<file path="config.mk">
export PLATFORM = sky130hd
export DESIGN_NAME = codec_intf_flat
export DESIGN_NICKNAME = d
export VERILOG_FILES = /design/src/rtl/codec_intf_if.sv /design/src/rtl/codec_intf.sv /design/src/flat_wrapper.sv
export SDC_FILE = /design/constraint.sdc
export NUM_CORES = 1
export LEC_CHECK = 0
export BUFFER_PORTS_ARGS = -buffer_cell sky130_fd_sc_hd__buf_2
export CORE_MARGIN = 5
export CORE_UTILIZATION = 60
export DETAILED_ROUTE_END_ITERATION = 10
export MAX_ROUTING_LAYER = met4
export PLACE_DENSITY = 0.81
export SLEW_MARGIN = 15
export SYNTH_ARGS = -nofsm -noshare
export SYNTH_HDL_FRONTEND = slang
export SYNTH_SLANG_ARGS = --single-unit
</file>
<file path="constraint.sdc">
create_clock -name clk -period 3.8 [get_ports clk]
set_clock_uncertainty 0.15 [all_clocks]
set_input_delay 0.95 -clock clk [delete_from_list [all_inputs] [get_ports clk]]
set_output_delay 0.95 -clock clk [all_outputs]
set_load 0.1 [all_outputs]
</file>
<file path="src/rtl/codec_intf_if.sv">
// codec_intf_if: sample bus between the EQ engine and the codec transceiver.
// The EQ engine is the master (supplies results, consumes ADC samples).
interface codec_intf_if #(
    parameter int DATA_W = 16
);
    logic signed [DATA_W-1:0] lft_out;
    logic signed [DATA_W-1:0] rht_out;
    logic                     sequencing;
    logic        [DATA_W-1:0] lft_in;
    logic        [DATA_W-1:0] rht_in;
    logic                     valid;
    logic                     valid_rise;
    logic                     valid_fall;

    modport master (
        output lft_out, rht_out, sequencing,
        input  lft_in, rht_in, valid, valid_rise, valid_fall
    );

    modport slave (
        input  lft_out, rht_out, sequencing,
        output lft_in, rht_in, valid, valid_rise, valid_fall
    );
endinterface

</file>
<file path="src/rtl/codec_intf.sv">
// codec_intf: left-justified 16-bit stereo codec transceiver with MCLK/SCLK/LRCLK/RSTn generation.
// Define CODEC_RST_DLY_EN to hold codec RSTn low for RST_FRAMES frames after reset.
module codec_intf #(
    parameter int DATA_W    = 16,
    parameter int CNT_W     = 10,
    parameter int SCLK_LOG2 = 5,
    parameter int MCLK_LOG2 = 2
`ifdef CODEC_RST_DLY_EN
    ,
    parameter int RST_FRAMES = 2
`endif
) (
    input  logic        clk,
    input  logic        rst_n,
    codec_intf_if.slave eq,
    input  logic        SDout,
    output logic        LRCLK,
    output logic        SCLK,
    output logic        MCLK,
    output logic        RSTn,
    output logic        SDin
);
    localparam int SH_W = 2 * DATA_W;

    logic [CNT_W-1:0] cnt;
    logic [SH_W-1:0]  rx_shft;
    logic [SH_W-1:0]  tx_shft;
    logic             valid_q;
    logic             frame_end;
    logic             half_end;
    logic             rx_stb;
    logic             tx_stb;

    // Codec clocks are plain counter bits, so they are glitch-free and 50% duty.
    assign MCLK  = cnt[MCLK_LOG2-1];
    assign SCLK  = cnt[SCLK_LOG2-1];
    assign LRCLK = cnt[CNT_W-1];
    assign SDin  = tx_shft[SH_W-1];

    assign frame_end = &cnt;
    assign half_end  = (cnt == {1'b0, {(CNT_W-1){1'b1}}});
    assign rx_stb    = (cnt[SCLK_LOG2-1:0] == {1'b0, {(SCLK_LOG2-1){1'b1}}});
    assign tx_stb    = &cnt[SCLK_LOG2-1:0];

`ifdef CODEC_RST_DLY_EN
    localparam int FRM_W = $clog2(RST_FRAMES + 1);
    logic [FRM_W-1:0] frm_cnt;
`endif

    always_ff @(posedge clk) begin
        if (!rst_n) begin
            cnt           <= '0;
            rx_shft       <= '0;
            tx_shft       <= '0;
            eq.lft_in     <= '0;
            eq.rht_in     <= '0;
            eq.valid      <= 1'b0;
            eq.valid_rise <= 1'b0;
            eq.valid_fall <= 1'b0;
            valid_q       <= 1'b0;
            RSTn          <= 1'b0;
`ifdef CODEC_RST_DLY_EN
            frm_cnt       <= '0;
`endif
        end else begin
            cnt <= cnt + CNT_W'(1);

            // Sample SDout on the SCLK rising edge.
            if (rx_stb)
                rx_shft <= {rx_shft[SH_W-2:0], SDout};

            // Load at frame end has priority; otherwise advance on SCLK falling edge.
            if (frame_end)
                tx_shft <= eq.sequencing ? {eq.lft_out, eq.rht_out} : '0;
            else if (tx_stb)
                tx_shft <= {tx_shft[SH_W-2:0], 1'b0};

            if (frame_end) begin
                eq.lft_in <= rx_shft[SH_W-1:DATA_W];
                eq.rht_in <= rx_shft[DATA_W-1:0];
                if (RSTn)
                    eq.valid <= 1'b1;
            end else if (half_end) begin
                eq.valid <= 1'b0;
            end

            valid_q       <= eq.valid;
            eq.valid_rise <= eq.valid & ~valid_q;
            eq.valid_fall <= ~eq.valid & valid_q;

`ifdef CODEC_RST_DLY_EN
            // Release the codec after RST_FRAMES complete frames; it rises at cnt 0.
            if (!RSTn && frame_end) begin
                if (frm_cnt == FRM_W'(RST_FRAMES - 1))
                    RSTn <= 1'b1;
                frm_cnt <= frm_cnt + FRM_W'(1);
            end
`else
            RSTn <= 1'b1;
`endif
        end
    end
endmodule

</file>
<file path="src/flat_wrapper.sv">
// flat-port wrapper written by rule: the top's interface ports become plain ports
module codec_intf_flat 
#(
    parameter int DATA_W    = 16,
    parameter int CNT_W     = 10,
    parameter int SCLK_LOG2 = 5,
    parameter int MCLK_LOG2 = 2

)
  (clk, rst_n, SDout, LRCLK, SCLK, MCLK, RSTn, SDin, eq_lft_out, eq_rht_out, eq_sequencing, eq_lft_in, eq_rht_in, eq_valid, eq_valid_rise, eq_valid_fall);
  codec_intf_if #(.DATA_W(DATA_W)) eq_i ();
  input  logic clk;
  input  logic rst_n;
  input  logic SDout;
  output logic LRCLK;
  output logic SCLK;
  output logic MCLK;
  output logic RSTn;
  output logic SDin;
  input wire logic [$bits(eq_i.lft_out)-1:0] eq_lft_out;
  input wire logic [$bits(eq_i.rht_out)-1:0] eq_rht_out;
  input wire logic [$bits(eq_i.sequencing)-1:0] eq_sequencing;
  output wire logic [$bits(eq_i.lft_in)-1:0] eq_lft_in;
  output wire logic [$bits(eq_i.rht_in)-1:0] eq_rht_in;
  output wire logic [$bits(eq_i.valid)-1:0] eq_valid;
  output wire logic [$bits(eq_i.valid_rise)-1:0] eq_valid_rise;
  output wire logic [$bits(eq_i.valid_fall)-1:0] eq_valid_fall;
  assign eq_i.lft_out = eq_lft_out;
  assign eq_i.rht_out = eq_rht_out;
  assign eq_i.sequencing = eq_sequencing;
  assign eq_lft_in = eq_i.lft_in;
  assign eq_rht_in = eq_i.rht_in;
  assign eq_valid = eq_i.valid;
  assign eq_valid_rise = eq_i.valid_rise;
  assign eq_valid_fall = eq_i.valid_fall;
  codec_intf #(.DATA_W(DATA_W), .CNT_W(CNT_W), .SCLK_LOG2(SCLK_LOG2), .MCLK_LOG2(MCLK_LOG2)) u_core (.clk(clk), .rst_n(rst_n), .eq(eq_i), .SDout(SDout), .LRCLK(LRCLK), .SCLK(SCLK), .MCLK(MCLK), .RSTn(RSTn), .SDin(SDin));
endmodule
</file>
Word level (Yosys, flattened, before mapping)
Cells that the tools add are included.

Logic and storage cells: 30. Register bits after elaboration: 111. Output and inout port bits: 40.

Multiplexer cells: 7. Add/subtract/negate cells: 1. Reductions and logical operators: 5. Eq/ne operators: 3. Bitwise operators: 4.

Operators with widths (number): $mux 32 (3); $add 10x1->10 const B (1); $eq 10x9->1 const B (1); $reduce_and 10->1 (1); $eq 5x4->1 const B (1); $reduce_and 5->1 (1); $mux 1 (4); $reduce_bool 2->1 (2); $and 1x1->1 (2); $ne 2x1->1 const B (1); $not 1->1 (2); $reduce_and 2->1 (1).

Depth between registers and ports, before layout
Gate-level depths: netlist (run 1).

Depth in word-level cells: 3. Depth in mapped cells: 9.

Worst setup path before layout (run 1)
No wires, ideal clock.

Path kind: reg-to-reg. Start: register u_core.cnt[1]. End: register u_core.tx_shft[13]. Data required time: 3532 ps. Path buffers: 3. Arrival time: 2660 ps. Path slack: 872 ps. Stages on the path, launching flop included: 10. Cell sequence: dfxtp_1 -> ha_1 -> nand3_4 -> inv_1 -> ha_1 -> clkbuf_1 -> buf_4 -> buf_2 -> mux2i_1 -> o2bb2ai_1.

Cells in the longest elaborated chain, start to end: 2. Elaborated cells between the ends (all ways): 4. Those cells by class: mux (1); reduce/logical (3).

RTL lines: from (decl) (RTL line codec_intf.sv:25) `logic [CNT_W-1:0] cnt;`; from (signal assigned) (RTL line codec_intf.sv:66) `cnt <= cnt + CNT_W'(1);`; $reduce_and 10->1 or $reduce_and 5->1 (tied branches) (RTL line codec_intf.sv:40, codec_intf.sv:43); $mux 32 or $reduce_bool 2->1 (tied branches); to (signal assigned) (RTL line codec_intf.sv:74) `tx_shft <= eq.sequencing ? {eq.lft_out, eq.rht_out} : '0;`; to (signal assigned) (RTL line codec_intf.sv:76) `tx_shft <= {tx_shft[SH_W-2:0], 1'b0};`; to (decl) (RTL line codec_intf.sv:27) `logic [SH_W-1:0] tx_shft;`.

Parallel ways exist; a longest one is shown, timed or not. A chain may end at the register's enable or synchronous reset.

Worst setup path after layout (run 1)
Start: register u_core.cnt[1]. End: register u_core.tx_shft[26].

The elaborated chain is that of the path after synthesis.

==> impl_metrics.json, run 1 <==
{
  "critPathMaxFanout": 23,
  "pwr-share-seq_pct": 61.4,
  "ir_worst_vdd_uv": 219,
  "cts_resized": 0,
  "cts_buffers": 9,
  "ctsRootBufferMaster": "clkbuf_8",
  "drv_slew": 0,
  "viasPerCell": 5.32,
  "worstMarginPinSlew_ns": 0.978,
  "p_int_mw": 1.45,
  "synth_top_family_by_area": "multiplexers",
  "setup_violations": 0,
  "yosysWarningCount": 0,
  "vias": 3146,
  "regToRegStartpoint": "u_core.cnt[1]",
  "diodes": 0,
  "total_power_mw": 1.90,
  "layoutNonFillerInstCount": 591,
  "wire_per_inst_um": 14.1,
  "antenna_found_initial": 0,
  "synthSimpleGateAreaFrac_pct": 13.7,
  "fmaxAchievable_ghz": 0.405,
  "synth_xor_area_share_pct": 0.399,
  "dieArea_mm2": 0.00913,
  "portBuffers": 75,
  "clockBufferDepth": 2,
  "nets": 526,
  "ant_nets": 0,
  "synth_edf_count": 0,
  "drtPass1Iterations": 4,
  "cp-startpoint": "u_core.cnt[1]",
  "synthTopCellsByArea": "dfxtp_1, mux2i_1, nand2_1",
  "async_reset_ff_share_pct": 0,
  "synth_mux_area_share_pct": 23.4,
  "synthCells": 426,
  "cp_slowest_cell": "ha_2",
  "clk_pin_slew_ns": 0.10,
  "synth.ff_latch_count": 111,
  "hold_start": "u_core.valid_q",
  "synth_nets": 465,
  "grt_usage_pct": 20.1,
  "cts_setup_buffers": 0,
  "synth_compound_area_share_pct": 6.98,
  "grt_pass1_wl_um": 14200,
  "grt_overflow": 0,
  "yosysTopAreaCell": "dfxtp_1",
  "finalHoldViolCount": 0,
  "start_util_pct": 61.2,
  "die_x_um": 95.6,
  "fin_crit_ns": 2.47,
  "synthMostInstantiatedCell": "dfxtp_1",
  "cts_tree": "built",
  "cp-start-kind": "register",
  "num_rows": 31,
  "core_area_mm2": 0.00718,
  "drtIter0Drc": 91,
  "synth_seq_area_share_pct": 50.6,
  "synthDistinctLibCells": 33,
  "grt_max_degree": 83,
  "synthFlopType": "dfxtp_1",
  "clkLatencyLatePin_ns": 0.36,
  "p_leak_nw": 1.79,
  "hold_class": "reg -> reg",
  "combPwrFrac_pct": 3.6,
  "gp_congestion": 0.778,
  "drc_errors": 0,
  "cts.sink_count": 111,
  "htree_levels": 3,
  "cts-hold-fix-buffers": 0,
  "syn2layout_area_growth_pct": 13.1,
  "worstSetupEndpointType": "register",
  "syn_avg_cell_area_um2": 10.3,
  "dp_cells": 575,
  "fin_setup_tns_ns": 0,
  "syn-cell-area_mm2": 0.00439,
  "power_density_mw_per_mm2": 383,
  "arrival_ns": 2.54,
  "switching_share_pct": 23.7,
  "pre_cts_slack_ns": 1.33,
  "drive_gt1_share_pct": 22.2,
  "regToRegSetupSlack_ns": 1.33,
  "dp_hpwl_um": 5590,
  "crit_type": "reg -> reg",
  "finalWirelength_um": 8350,
  "ios": 76,
  "slew_headroom_pct": 34.8,
  "finalCritPeriodShare_pct": 64.9,
  "required_ns": 3.87,
  "pwr-share-clk_pct": 35.0,
  "synth.top_cell.area_share_pct": 50.6,
  "power_switching_uw": 452,
  "synth_fa_ha_area_share_pct": 0.854,
  "path_cells": "ha_1 -> nand3_4 -> inv_1 -> ha_2 -> buf_4 -> mux2i_1 -> o2bb2ai_1",
  "die_h_um": 95.6,
  "synthTopCellsByCount": "dfxtp_1, mux2i_1, nand2_1",
  "status": "completed",
  "fin_ws_ns": 1.33,
  "maxCapViolCount": 0,
  "grt_pass1_vias": 3210,
  "rsz0062_at_grt": "false",
  "slowest_delay_ns": 0.58
}
## through the flow
| step | utilization [%] | instance area (um^2) | hold WS [ns] |
|---|---|---|---|
| after floorplan | - | 4390 | 0.240 |
| after global placement | 66.6 | 4780 | 0.247 |
| after detailed placement | 66.6 | 4780 | 0.257 |
| after CTS | 69.2 | 4970 | 0.280 |
| after global routing | 69.2 | 4970 | 0.308 |
| final | 69.2 | 4970 | 0.271 |
## per-layer routing
| metal | vias up | global-route usage [%] | share of wire (%) |
|---|---|---|---|
| met5 | - | - | 0 |
| met4 | 0 | 9.48 | 2.2 |
| met3 | 19 | 4.18 | 5.3 |
| met2 | 67 | 33.4 | 48 |
| met1 | 1476 | 23.2 | 45 |
| li1 | 1584 | - | - |
## cells by family (layout without fill, tap and decap cells)
kind of cell	count (synthesis)	after routing
simple gates	135	135
flops	111	111
mux	102	102
compound gates	38	38
buf+inv	35	101
fa+ha+maj	3	3
xor+xnor	2	2
## path summary, 6_finish.rpt
| check | to | depth (start not counted) |
|---|---|---|
| setup / recovery | u_core.tx_shft[26] | 7 |
| hold / removal | u_core.eq.valid_rise | 1 |
| setup reg to reg | u_core.tx_shft[26] | 7 |
| hold reg to reg | u_core.eq.valid_rise | 1 |
## state kept, by name (all words and copies together) (netlist names)
name and count:
u_core.RSTn 1, u_core.cnt 10, u_core.eq.lft_in 16, u_core.eq.rht_in 16, u_core.eq.valid 1, u_core.eq.valid_fall 1, u_core.eq.valid_rise 1, u_core.rx_shft 32
u_core.tx_shft 32, u_core.valid_q 1
## worst max-delay path: cells and delay by family, from the launching register on
family | cells | cell delay [ns]
muxes | 1 | 0.22
buffers and inverters | 2 | 0.45
and+or+nand+nor | 1 | 0.17
DFF | 1 | 0.39
AOI/OAI and AO/OA | 1 | 0.09
adders and majority gates | 2 | 0.83
## cell type report
| cell class | count | area (um^2) |
|---|---|---|
| clock buffers | 10 | 138 |
| clock inverters | 6 | 48.8 |
| fillers | 557 | 2210 |
| inverters | 5 | 18.8 |
| multi-input cells | 280 | 2000 |
| flip-flops and latches | 111 | 2220 |
| well taps | 99 | 124 |
| repair buffers | 80 | 413 |
## placed cells by master (no fill, tap or decap), types with 2 or more instances in the layout
cell type,instances
or3_1,5
ha_2,2
nand2_1,74
a21oi_1,6
mux2_2,6
nand3_1,9
buf_4,5
o21ai_0,4
o2bb2ai_1,25
buf_2,75
mux2i_1,96
inv_6,4
inv_1,4
clkbuf_8,10
dfxtp_1,111
nor2_1,37
## power groups by stage
stage	clock, mW	combinational (mW)	sequential (mW)
after floorplan	0	0.0289	1.21
after global placement	0	0.0676	1.20
after detailed placement	0	0.0679	1.20
after CTS	0.684	0.0684	1.17
after global routing	0.737	0.0739	1.17
final	0.667	0.0678	1.17
Note: power is estimated with default switching activity, not from simulation.
==> inputs of run 2 (changes only) <==
Settings changed: CORE_UTILIZATION 60 to 55, PLACE_DENSITY 0.81 to 0.74.
Clock period 3.8 ns to 2.3 ns, I/O delays scaled along.
==> impl_metrics.json, run 2 (synthesis results as in run 1) <==
{
  "status": "completed",
  "antenna_found_initial": 0,
  "die_h_um": 99.4,
  "drv_slew": 0,
  "fmaxAchievable_ghz": 0.493,
  "cts_buffers": 9,
  "drc_errors": 0,
  "regToRegSetupSlack_ns": 0.27,
  "ios": 76,
  "seqCellArea_mm2": 0.00223,
  "cp-start-kind": "register",
  "grt_pass1_vias": 3070,
  "hold_start": "eq_lft_out[11]",
  "arrival_ns": 2.14,
  "hold_end": "u_core.tx_shft[27]",
  "finish.utilization_pct": 64.9,
  "finalWirelength_um": 7960,
  "cts_setup_buffers": 0,
  "core_area_mm2": 0.00777,
  "cts_tree": "built",
  "slew_headroom_pct": 66.5,
  "p_leak_nw": 1.80,
  "drtPass1Iterations": 4,
  "finalCritPeriodShare_pct": 88.3,
  "regToRegStartpoint": "u_core.cnt[0]",
  "clockBufferDepth": 2,
  "cts-hold-fix-buffers": 0,
  "maxCapViolCount": 0,
  "finalHoldViolCount": 0,
  "dp_hpwl_um": 5480,
  "drtIter0Drc": 105,
  "worstSetupEndpointType": "register",
  "multi_input_area_mm2": 0.00202,
  "num_rows": 32,
  "r2r_end": "u_core.tx_shft[25]",
  "portBuffers": 75,
  "cts.sink_count": 111,
  "power_density_mw_per_mm2": 609,
  "grt_usage_pct": 17.5,
  "grt_overflow": 0,
  "ir_worst_vdd_uv": 363,
  "rsz0062_at_grt": "false",
  "critPathMaxFanout": 19,
  "min_path_cells": 2,
  "grt_max_degree": 44,
  "htree_levels": 3,
  "grt_pass1_wl_um": 13900,
  "fin_crit_ns": 2.03,
  "die_x_um": 99.4,
  "cp-startpoint": "u_core.cnt[0]",
  "dieArea_mm2": 0.00987,
  "cts_resized": 0,
  "rr_worst_depth": 7,
  "ant_nets": 0,
  "nets": 530,
  "wire_per_inst_um": 13.3,
  "ctsRootBufferMaster": "clkbuf_8",
  "fillers": 632,
  "crit_type": "reg -> reg",
  "required_ns": 2.41,
  "start_util_pct": 56.6,
  "hold_class": "in -> reg",
  "viasPerCell": 5.19,
  "vias": 3105,
  "clk_pin_slew_ns": 0.10,
  "syn2layout_area_growth_pct": 14.7,
  "final_common_cell": "dfxtp_1",
  "clkLatencyLatePin_ns": 0.36,
  "fin_setup_tns_ns": 0,
  "drive_gt1_share_pct": 23.2,
  "worstMarginPinSlew_ns": 0.506,
  "gp_congestion": 0.753,
  "largestRegisters": "u_core.rx_shft x32, u_core.tx_shft x32",
  "diodes": 0,
  "setup_violations": 0,
  "final_cell_mix": "dfxtp_1, mux2i_1, buf_2"
}
run 2: cell types whose count changed in the layout (fill, tap and decap cells not counted), sizes merged:
cell      change
clkinv        +2
clkinvlp      +1
inv           -4
buf           +4
clkbuf        +1
run 2: worst max-delay path by stage:
stage	end	slack (ns)	depth (start not counted)
CTS	u_core.tx_shft[25]	0.25	7
global route	u_core.tx_shft[13]	0.11	7
global placement	u_core.tx_shft[16]	0.38	7
floorplan	u_core.rx_shft[1]	0.05	8
finish	u_core.tx_shft[25]	0.27	7
detailed placement	u_core.tx_shft[25]	0.25	7
run 2: report_power, final:
part	internal (mW)	total (mW)	switching, mW
clock	0.396	1.02	0.624
combinational	0.0366	0.116	0.0792
sequential	1.93	1.93	0.00726
total	2.36	3.07	0.711
run 2: area by class of cell:
cell class                      count  share of cell area, %
Inverter                            5                  0.373
Tap cell                          102                   2.53
Clock inverter                      5                  0.695
Timing Repair Buffer               84                   9.54
Multi-Input combinational cell    280                   40.0
Clock buffer                       11                   2.61
Sequential cell                   111                   44.2
run 2: layer usage:
| metal | vias up | wire length [um] | GRT usage (%) |
|---|---|---|---|
| met3 | 8 | 345 | 4.07 |
| met2 | 55 | 3760 | 28.9 |
| met5 | - | 0 | - |
| met4 | 0 | 74 | 5.04 |
| li1 | 1600 | - | - |
| met1 | 1442 | 3790 | 21.4 |
run 2: worst max-delay path: stages (launching register included):
cell	delay, ns
dfxtp_1	0.43
ha_4	0.18
nand3_4	0.16
inv_1	0.14
ha_2	0.34
buf_12	0.22
mux2i_1	0.21
o2bb2ai_1	0.10
run 2: metrics by stage:
| step | cells | power, mW | hold WS (ns) | setup WS [ns] | instance area (um^2) |
|---|---|---|---|---|---|
| 2_1_floorplan | 426 | 2.05 | 0.240 | 0.0490 | 4420 |
| 3_3_place_gp | 582 | 2.09 | 0.249 | 0.383 | 4870 |
| 3_5_place_dp | 582 | 2.09 | 0.253 | 0.253 | 4870 |
| 4_1_cts | 598 | 3.10 | 0.243 | 0.249 | 5040 |
| 5_1_grt | 598 | 3.20 | 0.244 | 0.114 | 5040 |
| 6_report | 598 | 3.07 | 0.255 | 0.270 | 5040 |
